<file path="config.mk">
export PLATFORM = sky130hd
export DESIGN_NAME = wall_sprite_loader
export DESIGN_NICKNAME = d
export VERILOG_FILES = /design/src/rtl/sprite_pkg.sv /design/src/rtl/pixel_unpacker.sv /design/src/rtl/wall_sprite_loader.sv
export SDC_FILE = /design/constraint.sdc
export NUM_CORES = 1
export LEC_CHECK = 0
export ABC_AREA = 1
export CAP_MARGIN = 20
export CORE_ASPECT_RATIO = 1.5
export CORE_UTILIZATION = 23
export CTS_BUF_LIST = sky130_fd_sc_hd__clkbuf_4 sky130_fd_sc_hd__clkbuf_8
export DETAILED_ROUTE_END_ITERATION = 10
export PLACE_DENSITY = 0.48
export SYNTH_ARGS = -nofsm -noshare
export SYNTH_HDL_FRONTEND = slang
export SYNTH_SLANG_ARGS = --single-unit
</file>
<file path="constraint.sdc">
create_clock -name i_clk -period 2 [get_ports i_clk]
set_input_delay 0.3 -clock i_clk [delete_from_list [all_inputs] [get_ports i_clk]]
set_output_delay 0.3 -clock i_clk [all_outputs]
set_load 0.01 [all_outputs]
</file>
<file path="src/rtl/sprite_pkg.sv">
// Purpose: shared sprite geometry, frame marker, pixel codes and loader state encoding.
// Latency: n/a (constants and types only).
// Backpressure: n/a.
package sprite_pkg;

    localparam int SPRITE_W = 10;
    localparam int SPRITE_H = 10;
    localparam int NPIX     = SPRITE_W * SPRITE_H;
    localparam int NBYTES   = NPIX / 4;

    localparam logic [7:0] SYNC_BYTE = 8'hA5;

    // Palette index stored per pixel; code 3 is unused by the readers.
    typedef enum logic [1:0] {
        PIX_BLACK = 2'd0,
        PIX_EDGE  = 2'd1,
        PIX_COLOR = 2'd2
    } pix_code_t;

    // Loader FSM encoding.
    localparam logic [2:0] ST_IDLE   = 3'd0;
    localparam logic [2:0] ST_SLOT   = 3'd1;
    localparam logic [2:0] ST_DATA   = 3'd2;
    localparam logic [2:0] ST_UNPACK = 3'd3;
    localparam logic [2:0] ST_CHECK  = 3'd4;
    localparam logic [2:0] ST_DRAIN  = 3'd5;

endpackage

</file>
<file path="src/rtl/pixel_unpacker.sv">
// Purpose: holds one data byte and presents its four 2-bit pixels LSB-first.
// Latency: pixel 0 visible the cycle after load; one pixel per step; o_last flags the 4th.
// Backpressure: none; the caller steps it only while it can write.
module pixel_unpacker (
    input  logic       i_clk,
    input  logic       i_rst_n,
    input  logic       i_load,
    input  logic [7:0] i_byte,
    input  logic       i_step,
    output logic [1:0] o_pix,
    output logic       o_last
);

    logic [7:0] sh_q, sh_d;
    logic [1:0] cnt_q, cnt_d;

    // Load restarts the pixel sequence; each step shifts the next pixel into bits [1:0].
    always_comb begin
        sh_d  = sh_q;
        cnt_d = cnt_q;
        if (i_load) begin
            sh_d  = i_byte;
            cnt_d = 2'd0;
        end else if (i_step) begin
            sh_d  = {2'b00, sh_q[7:2]};
            cnt_d = cnt_q + 2'd1;
        end
    end

    // Shift register and pixel counter.
    always_ff @(posedge i_clk) begin
        if (!i_rst_n) begin
            sh_q  <= 8'd0;
            cnt_q <= 2'd0;
        end else begin
            sh_q  <= sh_d;
            cnt_q <= cnt_d;
        end
    end

    assign o_pix  = sh_q[1:0];
    assign o_last = (cnt_q == 2'd3);

endmodule

</file>
<file path="src/rtl/wall_sprite_loader.sv">
// Purpose: parses framed sprite images from a byte stream and writes 2-bit pixels into sprite RAM.
// Latency: first pixel write the cycle after a data byte is accepted; done/err one cycle after the last byte.
// Backpressure: o_byte_ready low for the 4 unpack cycles following each data byte.
module wall_sprite_loader
    import sprite_pkg::*;
#(
    parameter int NUM_SPRITES = 4,
    parameter int ADDR_W      = $clog2(NUM_SPRITES * NPIX)
) (
    input  logic              i_clk,
    input  logic              i_rst_n,
    input  logic [7:0]        i_byte,
    input  logic              i_byte_valid,
    output logic              o_byte_ready,
    input  logic              i_abort,
    output logic              o_we,
    output logic [ADDR_W-1:0] o_waddr,
    output logic [1:0]        o_wdata,
    output logic              o_busy,
    output logic              o_done,
    output logic              o_err
);

    localparam int PIX_W  = $clog2(NPIX + 1);
    localparam int SKIP_W = $clog2(NBYTES + 2);
    localparam int SLOT_W = (NUM_SPRITES > 1) ? $clog2(NUM_SPRITES) : 1;

    logic [2:0]        state_q, state_d;
    logic [SLOT_W-1:0] slot_q, slot_d;
    logic [PIX_W-1:0]  pix_q, pix_d;
    logic [7:0]        csum_q, csum_d;
    logic [SKIP_W-1:0] skip_q, skip_d;
    logic              done_q, done_d;
    logic              err_q, err_d;
    logic              ready_q, ready_d;
    logic [ADDR_W-1:0] waddr_q, waddr_d;
    logic [1:0]        wdata_q, wdata_d;

    logic              accept;
    logic              unp_load, unp_step, unp_last;
    logic [1:0]        unp_pix;
    logic              we_live;
    logic [ADDR_W-1:0] waddr_live;

    assign accept     = i_byte_valid & ready_q;
    assign we_live    = (state_q == ST_UNPACK);
    assign waddr_live = ADDR_W'(slot_q) * ADDR_W'(NPIX) + ADDR_W'(pix_q);

    pixel_unpacker u_unpacker (
        .i_clk   (i_clk),
        .i_rst_n (i_rst_n),
        .i_load  (unp_load),
        .i_byte  (i_byte),
        .i_step  (unp_step),
        .o_pix   (unp_pix),
        .o_last  (unp_last)
    );

    // Frame parser: next state, counters, checksum, result pulses; abort forces IDLE silently.
    always_comb begin
        state_d  = state_q;
        slot_d   = slot_q;
        pix_d    = pix_q;
        csum_d   = csum_q;
        skip_d   = skip_q;
        done_d   = 1'b0;
        err_d    = 1'b0;
        unp_load = 1'b0;
        unp_step = 1'b0;
        case (state_q)
            ST_IDLE: begin
                if (accept && i_byte == SYNC_BYTE) state_d = ST_SLOT;
            end
            ST_SLOT: begin
                if (accept) begin
                    if (int'(i_byte) < NUM_SPRITES) begin
                        slot_d  = i_byte[SLOT_W-1:0];
                        pix_d   = '0;
                        csum_d  = 8'd0;
                        state_d = ST_DATA;
                    end else begin
                        // Bad slot: swallow the rest of the frame (data + checksum) unseen.
                        skip_d  = SKIP_W'(NBYTES + 1);
                        state_d = ST_DRAIN;
                    end
                end
            end
            ST_DATA: begin
                if (accept) begin
                    csum_d   = csum_q ^ i_byte;
                    unp_load = 1'b1;
                    state_d  = ST_UNPACK;
                end
            end
            ST_UNPACK: begin
                unp_step = 1'b1;
                pix_d    = pix_q + PIX_W'(1);
                if (unp_last) begin
                    state_d = (pix_q == PIX_W'(NPIX - 1)) ? ST_CHECK : ST_DATA;
                end
            end
            ST_CHECK: begin
                if (accept) begin
                    done_d  = (i_byte == csum_q);
                    err_d   = (i_byte != csum_q);
                    state_d = ST_IDLE;
                end
            end
            ST_DRAIN: begin
                if (accept) begin
                    skip_d = skip_q - SKIP_W'(1);
                    if (skip_q == SKIP_W'(1)) begin
                        err_d   = 1'b1;
                        state_d = ST_IDLE;
                    end
                end
            end
            default: state_d = ST_IDLE;
        endcase
        if (i_abort) begin
            state_d = ST_IDLE;
            done_d  = 1'b0;
            err_d   = 1'b0;
        end
    end

    // Ready follows the state we are entering; write port holds its last values between writes.
    always_comb begin
        ready_d = (state_d != ST_UNPACK);
        waddr_d = we_live ? waddr_live : waddr_q;
        wdata_d = we_live ? unp_pix : wdata_q;
    end

    // State and datapath registers, cleared by synchronous reset.
    always_ff @(posedge i_clk) begin
        if (!i_rst_n) begin
            state_q <= ST_IDLE;
            slot_q  <= '0;
            pix_q   <= '0;
            csum_q  <= 8'd0;
            skip_q  <= '0;
            done_q  <= 1'b0;
            err_q   <= 1'b0;
            ready_q <= 1'b0;
            waddr_q <= '0;
            wdata_q <= 2'd0;
        end else begin
            state_q <= state_d;
            slot_q  <= slot_d;
            pix_q   <= pix_d;
            csum_q  <= csum_d;
            skip_q  <= skip_d;
            done_q  <= done_d;
            err_q   <= err_d;
            ready_q <= ready_d;
            waddr_q <= waddr_d;
            wdata_q <= wdata_d;
        end
    end

    assign o_byte_ready = ready_q;
    assign o_we         = we_live;
    assign o_waddr      = we_live ? waddr_live : waddr_q;
    assign o_wdata      = we_live ? unp_pix : wdata_q;
    assign o_busy       = (state_q != ST_IDLE);
    assign o_done       = done_q;
    assign o_err        = err_q;

endmodule

</file>
* After elaboration in Yosys (flattened, before gate mapping)
Index checks and enable logic that the tools add are counted.
W data, S select, Z words.
** Word-level totals
- Input port bits :: 12
- Register bits :: 49
- Logic and storage cells :: 87
** Operators by class
- Bitwise operators :: 5
- Muxes and demuxes :: 33
- Reduce and logical (&&, ||, !) cells :: 14
- Equal/unequal tests :: 17
- $mul :: 1
- $add $sub $neg :: 4
- Magnitude comparators :: 1
** Operator list (number)
- $mux W8 :: 5
- $mux W3 :: 10
- $pmux W3 S6 :: 1
- $pmux W8 S2 :: 1
- $mux W5 :: 3
- $mux W7 :: 2
- $pmux W7 S2 :: 1
- $ne A2 B2 Y1 const B :: 5
- $pmux W5 S2 :: 1
- $add A9 B7 Y9 :: 1
- $mux W9 :: 1
- $eq A8 B8 Y1 :: 1
- $eq A8 B8 Y1 const B :: 1
- $lt A8 B3 Y1 const B :: 1
- $ne A8 B8 Y1 :: 1
- $reduce_and A4 Y1 :: 2
- $reduce_bool A2 Y1 :: 4
- $xor A8 B8 Y8 :: 1
- $add A7 B1 Y7 const B :: 1
- $eq A7 B7 Y1 const B :: 1
- $mul A2 B5 Y7 const B :: 1
- $eq A3 B2 Y1 const B :: 2
- $eq A3 B3 Y1 const B :: 2
- $mux W1 :: 6
- other kinds (16) :: 20

* Depth between registers and ports, before layout
Gate-level depths: netlist of run 1.
- Depth in word-level cells :: 6
- Mapped depth :: 13
- Depth with buffers taken out :: 13

* Hierarchy
From an unflattened synthesis of run 1, not the netlist that was laid out.
** Unflattened totals
- Cells, all modules :: 396
- Area total of the unflattened synthesis :: 2767.7 um^2
** By module, submodules not included
- wall_sprite_loader :: cells each 327, area an instance 2277.2 um^2, times used 1
- pixel_unpacker :: cells each 69, area an instance 490.5 um^2, times used 1

* Worst setup path after synthesis of run 1
OpenSTA, ideal clock, no wires.
- Kind :: reg-to-output
- Start :: register slot_q[0]
- End :: output port o_waddr[8]
- Setup slack :: 0.072 ns
- Buffers on the path :: 0
- Data required time :: 1.700 ns
- Arrival :: 1.628 ns
- Stages on the path, launching flop included :: 13
- Cells stage by stage :: dfxtp_1 -> inv_1 -> ha_1 -> inv_1 -> ha_1 -> inv_1 -> nor3_1 -> nand2_1 -> nand3b_1 -> nand2_1 -> nand2_1 -> nand2_1 -> inv_1
** Between the ends
- Word-level cells in the longest chain between the ends :: 3
** RTL lines
- start: declaration :: RTL line wall_sprite_loader.sv:29 : logic [SLOT_W-1:0] slot_q, slot_d;
- start signal: assignment :: RTL line wall_sprite_loader.sv:149 : slot_q <= slot_d;
- $mul A2 B5 Y7 :: RTL line wall_sprite_loader.sv:47 : assign waddr_live = ADDR_W'(slot_q) * ADDR_W'(NPIX) + ADDR_W'(pix_q);
- $add A9 B7 Y9 :: RTL line wall_sprite_loader.sv:47
- $mux W9 :: RTL line wall_sprite_loader.sv:163 : assign o_waddr = we_live ? waddr_live : waddr_q;
- end: declaration :: RTL line wall_sprite_loader.sv:17 : output logic [ADDR_W-1:0] o_waddr,
No other way between the ends.

* Final worst setup path of run 1
Same ends and word-level chain as after synthesis.

==> summary.md, run 1 <==
| Metric | Value |
|---|---|
| Outcome | finished, violations left |
| Violated checks | setup timing |
| Post-layout nets | 456 |
| Syn Nets | 394 |
| Setup crit end kind | output port |
| Total number of vias | 2535 |
| GRT Total Usage | 11.9% |
| Drt drc | 0 |
| CTS tree | built |
| Final Worst Setup Slack | -0.285 ns |
| Pre-antenna DRT Iters | 4 |
| Setup tns final | -1.09 ns |
| GR Overflow Total | 0 |
| Maximum VDD drop | 0.215 mV |
| Area grow syn2layout | 34.9% |
| Largest family of logic cells by synthesized area | simple AND/OR/NAND/NOR gates |
| RSZ-0062 raised after global routing | yes |
| Adder-Cell Fraction of Synth Area | 5.36% |
| Initial antenna violation count | 0 |
| Clock latency on the worst-skew pair | 0.33 ns |
| Final cell count without fillers | 584 |
| Via density | 4.34 |
| Routed Antenna Nets | 0 |
| Placed cell count | 567 |
| Most common cell after layout, fill and taps aside | nand2_1 |
| Fin crit share | 114% |
| GP Congestion | 0.812 |
| Cells after Synth | 371 |
| Die height | 135 um |
| Fmax | 438 MHz |
| I/O pin count | 28 |
| Mux cell area share after synthesis | 0% |
| Die Wd | 90.6 um |
| Placed Area | 3330 um2 |
| Critical Path AT | 1.98 ns |
| CTS root buf | clkbuf_8 |
| Critical path required time | 1.70 ns |
| Post-synthesis cell type count | 41 |
| Final hold vios | 0 |
| Clock sink count | 49 |
| Row count | 48 |
| Clock slew at reported path FFs | 0.10 ns |
| Syn. warnings | 0 |
| CTS buffer count | 5 |
| Layout cells sized above 1 | 28.6% |
| #FFs+latches synth | 49 |
| Largest fanout on the critical path | 4 |
| PwrDens | 503 nW/um2 |
| Initial DRC count | 47 |
| H-tree depth | 2 |
| Setup violators final | 6 |
| Post-synthesis compound-gate area fraction | 15.3% |
| Mean Syn Cell Area | 7.30 um2 |
| Starting Density | 23.6% |
| Commonest non-fill, non-tap cells in the layout | nand2_1 (70), dfxtp_1 (45), nor2_1 (37), inv_1 (31), buf_4 (31) |
| Post-DR wirelength/cell | 11.8 um |
| Leading area contributor after synthesis | dfxtp_1 |
| Maxcap violations | 0 |
| Slew margin rel. | 78.5% |
| Lkg Pwr | 1.63 nW |
| Worst slew pin tran | 0.320 ns |
| First-pass GRT wire length | 11.6 mm |
| Diodes inserted | 0 |
| Port Buffer Count | 27 |
| Core area | 11500 um2 |
| Fin Hold WS | 0.469 ns |
| Drt total wl | 6.90 mm |
| Die area | 12200 um2 |
| Final-report max-slew violation count | 0 |
| Design Power | 0.00184 W |
| Crit Path Category | reg -> out |
| Vias in the first global route | 2474 |
| Largest net degree at the start of global routing | 26 |
| CP Launch Type | flip-flop |
| Post-Synth Simple-Gate Area | 30.5% |
| Sequential area share after synthesis | 36.2% |
| Final Critical Period | 2.28 ns |
| XOR/XNOR share of the synthesized area | 4.21% |
| Post-Synthesis Cell Area | 2710 um2 |
| Synth area leaders | dfxtp_1 (36%), nand2_1 (10%), nor2_1 (5.4%) |
| Top cell type's share of synthesized area | 36.2% |
| Placed wire-length estimate | 4.90 mm |
| CTS Hold Buffers Added | 0 |
| Clock skew | 0.0156 ns |
| Final instance area | 3650 um2 |
| Clk buf depth | 2 |
| Hold Crit Class | reg -> reg |
sequential cells by signal (all words and copies together), names as in the netlist, 2 cells and up:
signal,flops
csum_q,8
pix_q,7
skip_q,5
slot_q,2
state_q,3
u_unpacker.cnt_q,2
u_unpacker.sh_q,8
waddr_q,9
wdata_q,2
logic make-up after synthesis:
kind of cell	after synthesis
AO/OA/AOI/OAI	72
XOR/XNOR	13
flip-flops	49
adder cells (fa/ha/maj)	11
buffers and inverters	53
AND/OR/NAND/NOR	173
cells in the mapped netlist, drive strengths merged:
cell and instances:
o211ai 1, fa 1, a21o 1, xnor2 5, nand2 79, nor3 5
buf 5, nor4 1, nor2 46, xor2 8, ha 10, and2 1
a31oi 4, o21bai 3, nand4 4, or2 8, clkbuf 3, inv 44
dfxtp 49, clkinv 1, o21ai 29, a21oi 32, nand3 28, nand3b 1
a211oi 2
repair_timing:
| item | CTS | global route |
|---|---|---|
| endpoints found under the setup margin | 12 | 11 |
| setup buffers | 7 | 2 |
| pin swaps | 21 | 9 |
| gates resized for setup | 65 | 15 |
path summary, 6_finish.rpt:
check / end / cells past startpoint / slack, ns / startpoint
worst max-delay path: o_waddr[8] / 14 / -0.28 / slot_q[0]$_SDFFE_PN0P_
worst min-delay path: waddr_q[0]$_SDFF_PN0_ / 2 / 0.47 / waddr_q[0]$_SDFF_PN0_
worst max register to register: waddr_q[8]$_SDFF_PN0_ / 14 / 0.25 / slot_q[0]$_SDFFE_PN0P_
worst min register to register: waddr_q[0]$_SDFF_PN0_ / 2 / 0.47 / waddr_q[0]$_SDFF_PN0_
layer usage:
layer	wire length, um	up-vias	GRT usage (%)
li1	-	1329	-
met3	200	9	1.86
met1	3000	1156	13.8
met4	146	0	5.38
met5	0	-	0
met2	3550	41	21.5
where the power goes:
part	switching [W]	internal, W	total (W)
registers	0.000000550	0.000976	0.000977
clock network	0.000392	0.000382	0.000774
logic	0.0000496	0.0000374	0.0000870
total	0.000442	0.00140	0.00184
critical path, stage by stage (launching register included):
cell	delay, ns
dfxtp_2	0.37
inv_2	0.06
ha_4	0.26
inv_2	0.04
ha_4	0.28
inv_2	0.04
nor3_2	0.10
nand2_1	0.08
nand2_1	0.06
nand2_1	0.05
nand2_1	0.05
nand2_1	0.06
nand2_2	0.08
inv_2	0.03
buf_2	0.12
layout make-up:
class                      count  area (um2)
timing repair buffer          63         536
tap                          150         188
clock buffer                   5        68.8
multi-input combinational    269        1650
sequential                    49         986
inverter                      45         183
fill                        1243        7820
clock inverter                 3        47.5
stage by stage:
step	worst slack [ns]	util, %
global placement	-0.443	29.0
floorplan	0.0716	-
global route	-0.408	31.8
finish	-0.285	31.8
detailed placement	-0.487	29.0
CTS	-0.314	31.4
(Power assumes the default switching activity.)
==> run 2: changes to the inputs <==
--- a/config.mk
+++ b/config.mk
@@ -14,4 +14,5 @@
 export PLACE_DENSITY = 0.48
 export SYNTH_ARGS = -nofsm -noshare
 export SYNTH_HDL_FRONTEND = slang
+export SYNTH_HIERARCHICAL = 1
 export SYNTH_SLANG_ARGS = --single-unit
==> run 2 against run 1 <==
Compared with the run above:
- the flow still finishes with violations (setup timing)
- fmax rose by 0.69%
- clock skew is 0.00068 ns lower
- critical path depth fell by 4
- total power decreased by 5.3%
- global-route usage is essentially flat
- critical endpoint is now o_waddr[6]
==> summary.md, run 2 <==
| Metric | Value |
|---|---|
| Fin crit share | 113% |
| R2R setup slack | -0.26 ns |
| Clock sink count | 49 |
| Hold path depth | 2 |
| Syn Nets | 419 |
| RSZ-0062 raised after global routing | yes |
| Die area | 12500 um2 |
| Clock slew at reported path FFs | 0.09 ns |
| Worst slew pin tran | 0.295 ns |
| First-pass GRT wire length | 11.7 mm |
| Mean Syn Cell Area | 6.99 um2 |
| Final instance area | 3790 um2 |
| Final-report max-slew violation count | 0 |
| Area grow syn2layout | 37.0% |
| CTS Hold Buffers Added | 0 |
| Largest fanout on the critical path | 3 |
| Most frequent cells after synthesis | nand2_1 (88), nor2_1 (51), dfxtp_1 (49) |
| Syn. warnings | 6 |
| PwrDens | 459 nW/um2 |
| Top FF cell, synth | dfxtp_1 |
| CP Launch Type | flip-flop |
| Fmax | 441 MHz |
| #FFs+latches synth | 49 |
| HP Start | u_unpacker/sh_q[2]$_SDFFE_PN0P_ |
| Post-DR wirelength/cell | 11.6 um |
| Final hold vios | 0 |
| Critical path required time | 1.70 ns |
| Reg2reg path depth | 16 |
| Setup crit end kind | output port |
| Pre-antenna DRT Iters | 4 |
| Number of flops mapped to enable cells by yosys | 0 |
| Lkg Pwr | 1.73 nW |
| Synth area leaders | dfxtp_1 (35%), nand2_1 (12%), nor2_1 (6.9%) |
| Via density | 4.31 |
| CTS root buf | clkbuf_8 |
| Leading area contributor after synthesis | dfxtp_1 |
| Vias in the first global route | 2575 |
| H-tree depth | 2 |
| CTS tree | built |
| Final Critical Period | 2.27 ns |
| Final Worst Setup Slack | -0.269 ns |
| Placed wire-length estimate | 5.14 mm |
| Drt drc | 0 |
| Clock skew | 0.0149 ns |
| Most common cell after layout, fill and taps aside | nand2_1 |
| Maximum VDD drop | 0.191 mV |
| Die Wd | 91.6 um |
| Commonest non-fill, non-tap cells in the layout | nand2_1 (83), nor2_1 (47), dfxtp_1 (45), buf_4 (45), inv_1 (43) |
| GRT Total Usage | 11.9% |
| Top cell type's share of synthesized area | 35.4% |
| Placed Area | 3410 um2 |
| Reg-to-Reg Start | slot_q[0]$_SDFFE_PN0P_ |
| Starting Density | 23.9% |
| GR Overflow Total | 0 |
| I/O pin count | 28 |
| Row count | 48 |
| Port Buffer Count | 27 |
| Slew margin rel. | 80.4% |
| GP Congestion | 0.827 |
| Maxcap violations | 0 |
| Die height | 136 um |
| Hold Crit Class | reg -> reg |
| Post-layout nets | 492 |
| Total number of vias | 2675 |
| FF-to-FF End | waddr_q[7]$_SDFF_PN0_ |
| Drt total wl | 7.17 mm |
| Regs by FF count | waddr_q: 9 flops, csum_q: 8 flops, u_unpacker/sh_q: 8 flops |
| Initial antenna violation count | 0 |
| Setup tns final | -1.25 ns |
| Core area | 11600 um2 |
| Clock latency on the worst-skew pair | 0.31 ns |
| Clk buf depth | 2 |
| Setup WS pre-CTS | -0.445 ns |
| Violated checks | setup timing |
| CTS buffer count | 5 |
| Sequential area share after synthesis | 35.4% |
| Crit Path Category | reg -> out |
| Post-Route Utilization | 32.7% |
| Diodes inserted | 0 |
| Setup violators final | 6 |
| Initial DRC count | 77 |
| Layout cells sized above 1 | 27.4% |
| Post-synthesis cell type count | 37 |
| Largest Register | waddr_q |
| Largest register FFs | 9 |
| Post-Synthesis Cell Area | 2770 um2 |
| Async SR Flop Fraction | 0% |
| Outcome | finished, violations left |
| Hold Path Sink | u_unpacker/sh_q[2]$_SDFFE_PN0P_ |
| Routed Antenna Nets | 0 |
| Cells after Synth | 396 |
| Top-count cell post-synth | nand2_1 |
| Critical Path AT | 1.97 ns |
| Largest net degree at the start of global routing | 25 |
-- run 2: changes by cell type after synthesis, moves of 4 or more --
cell / delta
nand2_1: +14
nor2_1: +12
o21ai_1: -11
inv_1: +10
a21oi_2: -7
nand3_1: +4
-- run 2: power by group --
group           total, W  internal (W)  switching [W]
combinational  0.0000981     0.0000456      0.0000525
sequential      0.000975      0.000974    0.000000491
clock           0.000668      0.000314       0.000354
-- run 2: worst max-delay path by stage --
stage / start / depth (start not counted) / endpoint / slack [ns]
4_1_cts: slot_q[0]$_SDFFE_PN0P_ / 10 / o_waddr[6] / -0.27
3_5_place_dp: slot_q[0]$_SDFFE_PN0P_ / 13 / o_waddr[8] / -0.45
5_1_grt: slot_q[0]$_SDFFE_PN0P_ / 14 / o_waddr[8] / -0.41
6_report: slot_q[0]$_SDFFE_PN0P_ / 10 / o_waddr[6] / -0.27
2_1_floorplan: slot_q[0]$_SDFFE_PN0P_ / 13 / o_waddr[8] / 0.08
3_3_place_gp: slot_q[0]$_SDFFE_PN0P_ / 13 / o_waddr[8] / -0.42
-- run 2: timing repair --
| action | CTS | global route |
|---|---|---|
| resized for setup | 56 | 26 |
| pin swaps | 15 | 11 |
| buffers inserted | 13 | 4 |
| setup endpoints to repair | 12 | 13 |
-- run 2: cells by family after synthesis --
| group | share of synthesized area (%) |
|---|---|
| AOI/OAI and AO/OA | 10.3 |
| and+or+nand+nor | 34.3 |
| adders and majority gates | 5.24 |
| buffers and inverters | 10.6 |
| DFF | 35.4 |
| xor gates and xnor gates | 4.11 |
-- run 2: layer usage --
metal / wire [um] / global-route usage, % / share of wire (%)
met1: 2910 / 12.5 / 41
met2: 3830 / 22.3 / 53
met3: 222 / 2.29 / 3.1
met4: 208 / 6.17 / 2.9
met5: 0 / 0 / 0
-- run 2: cell type report --
class | instances | area, um2
clock inverter | 1 | 5.00
clock buffer | 7 | 96.3
multi-input combinational | 279 | 1640
inverter | 57 | 220
timing repair buffer | 77 | 654
fill | 1241 | 7800
tap | 150 | 188
sequential | 49 | 988
-- run 2: through the flow --
step / total power (W) / hold slack (ns) / cells
finish: 0.00174 / 0.468 / 620
global route: 0.00181 / 0.481 / 620
CTS: 0.00176 / 0.467 / 616
detailed placement: 0.00110 / 0.454 / 595
global placement: 0.00110 / 0.449 / 595
floorplan: 0.00104 / 0.398 / 396
-- run 2: worst max-delay path: stages (launching register included) --
cell and delay, ns:
dfxtp_2 0.35, buf_6 0.12, ha_4 0.13, inv_2 0.04, fa_2 0.35, o21bai_1 0.19, xor2_1 0.15, nand2_1 0.08
o21ai_2 0.07, inv_1 0.05, buf_2 0.13
==> edit 1: new RTL, config.mk and constraints of run 2 <==
`NUM_SPRITES`: 4 -> 16.
--- a/src/rtl/wall_sprite_loader.sv
+++ b/src/rtl/wall_sprite_loader.sv
@@ -5,5 +5,5 @@
     import sprite_pkg::*;
 #(
-    parameter int NUM_SPRITES = 4,
+    parameter int NUM_SPRITES = 16,
     parameter int ADDR_W      = $clog2(NUM_SPRITES * NPIX)
 ) (
Interface: changed (resized o_waddr); port bits go from 28 to 30. The function was not compared with the original's and may differ.
==> edit 1 against run 2 <==
- the flow still finishes with violations (setup timing)
- setup slack got worse by 0.50 ns
- cell area increased by 16%
- clock skew decreased by 0.00058 ns
- area after synthesis increased by 9.9%
- routed wire length increased by 13%
- power increased by 4.5%
- hold slack improved by 0.00073 ns
- sequential cell count increased by 4
- critical path type is now reg -> reg
==> edit 1: results (changes against run 2) <==
Outcome
  – Outcome: finished, violations left
  – Failing checks: setup timing

Placed design
  – Port-buffer cells: 29 (+7.4%)
  – Post-placement cell area: 3840 um2 (+13%)
  – Post-DP HPWL: 5.74 mm (+12%)
  – Dpl cells: 654 (+9.9%)

STA
  – Fin worst setup slack: -0.771 ns (-0.501 ns)
  – # setup viols final: 13 (+7)
  – Worst-margin pin slew: 0.358 ns (+0.0636 ns)
  – Clock skew: 0.0143 ns (-0.000575 ns)
  – Setup tns final: -5.24 ns (-3.99 ns)

Logic synthesis
  – Library cells used by synthesis: 32 (-14%)
  – Post-synth net total: 466 (+11%)
  – Register area share after synthesis: 0.349 (-0.00560)
  – Post-synthesis xor/xnor area fraction: 0.0461 (+0.00493)
  – Largest cells by area after synthesis: dfxtp_1 (35%), nand2_1 (14%), ha_1 (7.4%)

Critical path
  – Crit-path slowest cell: fa_2
  – Worst path max stage delay: 0.56 ns (+0.21 ns)
  – Critical R2R Capture: waddr_q[10]
  – Arr. time, crit path: 3.04 ns (+1.07 ns)

Power
  – Peak supply drop: 0.226 mV (+18%)
  – Static leakage power: 2.03 nW (+18%)

Layout
  – Largest registers: waddr_q: 11 flops, csum_q: 8 flops, u_unpacker/sh_q: 8 flops
  – NumNets Final: 568 (+15%)
  – Finished Layout Cells: 696 (+12%)
  – Layout fillers: 1,381 (+11%)

GRT
  – Global-route wire length before repair: 13.6 mm (+16%)
  – Vias in the first global route: 2,968 (+15%)
  – Largest net degree at the start of global routing: 31 (+24%)

Drt
  – TritonRoute pass-1 iters: 5 (+1)
  – Iter 0 DRT Violations: 71 (-7.8%)
  – Via/cell ratio: 4.34 (+0.64%)
[edit 1: per-layer routing]
layer  routed length [um]  vias to the layer above
li1                     -                     1581
met1                 3310                     1385
met2                 4440                       45
met3                  227                       11
met4                  136                        0
met5                    0                        -
[edit 1: tightest hold or removal path: cells and delay by family (launching register included)]
family / cells / cell delay, ns
AOI/OAI and AO/OA: 1 / 0.05
DFF: 1 / 0.33
and+or+nand+nor: 1 / 0.06
[edit 1: what timing repair did]
action,4_1_cts,5_1_grt
resized for setup,92,30
buffers inserted,38,9
pin swaps,28,13
endpoints found under the setup margin,18,16
[edit 1: kinds of logic (layout without fill, tap and decap cells)]
family,after synthesis,after routing
fa+ha+maj,20,20
compound gates,57,57
xor+xnor,16,16
buf+inv,72,175
flops,53,53
simple gates,216,216
[edit 1: cell type report]
type	count	area, um2	area share
multi-input combinational	309	1920	0.435
sequential	53	1070	0.243
timing repair buffer	106	892	0.202
inverter	61	233	0.0527
tap	159	199	0.0451
clock buffer	6	82.6	0.0187
clock inverter	2	13.8	0.00312
[edit 1: report_power, final]
group	total (mW)	switching (mW)	internal [mW]
Clock	0.674	0.392	0.282
Sequential	1.05	0.000434	1.05
Combinational	0.0920	0.0515	0.0405
[edit 1: how the worst min path moves through the flow]
stage | start | endpoint | slack [ns]
finish | u_unpacker/sh_q[6] | u_unpacker/sh_q[6] | 0.47
global route | u_unpacker/sh_q[5] | u_unpacker/sh_q[5] | 0.50
CTS | u_unpacker/sh_q[6] | u_unpacker/sh_q[6] | 0.47
detailed placement | u_unpacker/sh_q[6] | u_unpacker/sh_q[6] | 0.45
global placement | u_unpacker/sh_q[7] | u_unpacker/sh_q[7] | 0.45
floorplan | i_abort | state_q[0] | 0.38
==> edit 2: new RTL, config.mk and constraints of run 2 <==
Made on the original files. Register the output `o_err` once more, without a reset; this adds one clock of latency there. The other outputs are not delayed to match.
--- a/src/rtl/wall_sprite_loader.sv
+++ b/src/rtl/wall_sprite_loader.sv
@@ -165,5 +165,7 @@
     assign o_busy       = (state_q != ST_IDLE);
     assign o_done       = done_q;
-    assign o_err        = err_q;
+    always_ff @(posedge i_clk) begin
+        o_err <= err_q;
+    end
 
 endmodule
Formal check against the unedited RTL: no difference found for any inputs over 10 cycles, from zero or initial values and one cycle with i_rst_n low; that may be too few to reach the edited logic, so the function may still have changed.
==> edit 2 against run 2 <==
- the flow still finishes with violations (setup timing)
- sequential cell count up 1
- area after synthesis up 0.72%
- cell area down 2.0%
- routed wire length down 1.9%
- clock skew down 0.0066 ns
- hold slack worse by 0.13 ns
- setup slack better by 0.017 ns
- non-clock buffer count down 3
- power down 2.6%
- utilization down 0.81 points
- via count down 0.64%
- first-iteration DRC count up 12%
- critical endpoint is now waddr_q[7]
- largest cell class unchanged
- largest power group unchanged
==> edit 2: results (changes against run 2) <==
Logic synthesis
  – Largest cells by area after synthesis: dfxtp_1 (36%), nand2_1 (12%), nor2_1 (6.9%)
  – Register area share after synthesis: 0.359 (+0.00464)
  – Post-Synth Adder-Cell Area: 0.0521 (-0.000377)
  – Post-synthesis xor/xnor area fraction: 0.0408 (-0.000295)
  – Commonest cells in the netlist: nand2_1 (88), nor2_1 (51), dfxtp_1 (50)
  – Post-synthesis compound-gate area fraction: 0.102 (-0.000737)
  – Syn_area_per_cell: 7.02 um2 (+0.47%)

STA
  – # setup viols final: 8 (+2)
  – Slew HR: 0.797 (-0.00629)
  – Clock skew: 0.00835 ns (-0.00658 ns)
  – Fin worst setup slack: -0.252 ns (+0.0170 ns)
  – Final hold slack: 0.335 ns (-0.133 ns)

Power
  – Internal power: 1.31 mW (-2.0%)
  – Peak supply drop: 0.220 mV (+15%)
  – Static leakage power: 1.69 nW (-2.2%)

Outcome
  – Failing checks: setup timing
  – Outcome: finished, violations left

Placed design
  – Post-placement cell area: 3420 um2 (+0.22%)
  – Post-DP HPWL: 5.20 mm (+1.1%)
  – Pre-CTS WS: -0.474 ns (-0.0282 ns)
  – Dpl cells: 596 (+0.17%)
  – Routability cong.: 0.808 (-2.3%)

Worst hold path
  – Worst Min Path Start: err_q
  – Hold endpoint: o_err

Drt
  – Iter 0 DRT Violations: 86 (+12%)
  – Via/cell ratio: 4.31 (about the same)
  – Met3 Wirelength: 138 um (-38%)
  – Via count: 2,658 (-0.64%)
  – Wire length on met1: 2.99 mm (+2.9%)
  – Wire length per cell: 11.4 um (-1.3%)

GRT
  – All-Layer GR Usage: 0.122 (+0.00307)
  – Global-route wire length before repair: 12.0 mm (+2.4%)
  – Met1 Use GR: 0.129 (+0.00471)

Layout
  – NumNets Final: 490 (-0.41%)

Critical path
  – Arr. time, crit path: 2.51 ns (+0.54 ns)
==> edit 2: cell types whose count changed after synthesis, sizes merged <==
cell          run 2  this run
dfxtp            49        50
==> edit 2: timing repair <==
action,4_1_cts,5_1_grt
setup endpoints to repair,11,15
resized for setup,49,11
pin swaps,15,7
setup buffers,14,0
==> edit 2: power groups by stage <==
stage / sequential [mW] / combinational, mW / clock, mW
finish: 0.995 / 0.0975 / 0.603
global route: 0.995 / 0.108 / 0.671
CTS: 0.995 / 0.0988 / 0.637
detailed placement: 1.02 / 0.0987 / 0
global placement: 1.02 / 0.0992 / 0
floorplan: 1.02 / 0.0359 / 0
==> edit 2: cell type report <==
class,instances,area (um2)
clock buffers,6,82.6
fillers,1325,7930
inverters,57,218
multi-input cells,279,1620
flip-flops and latches,50,1010
well taps,150,188
repair buffers,74,603
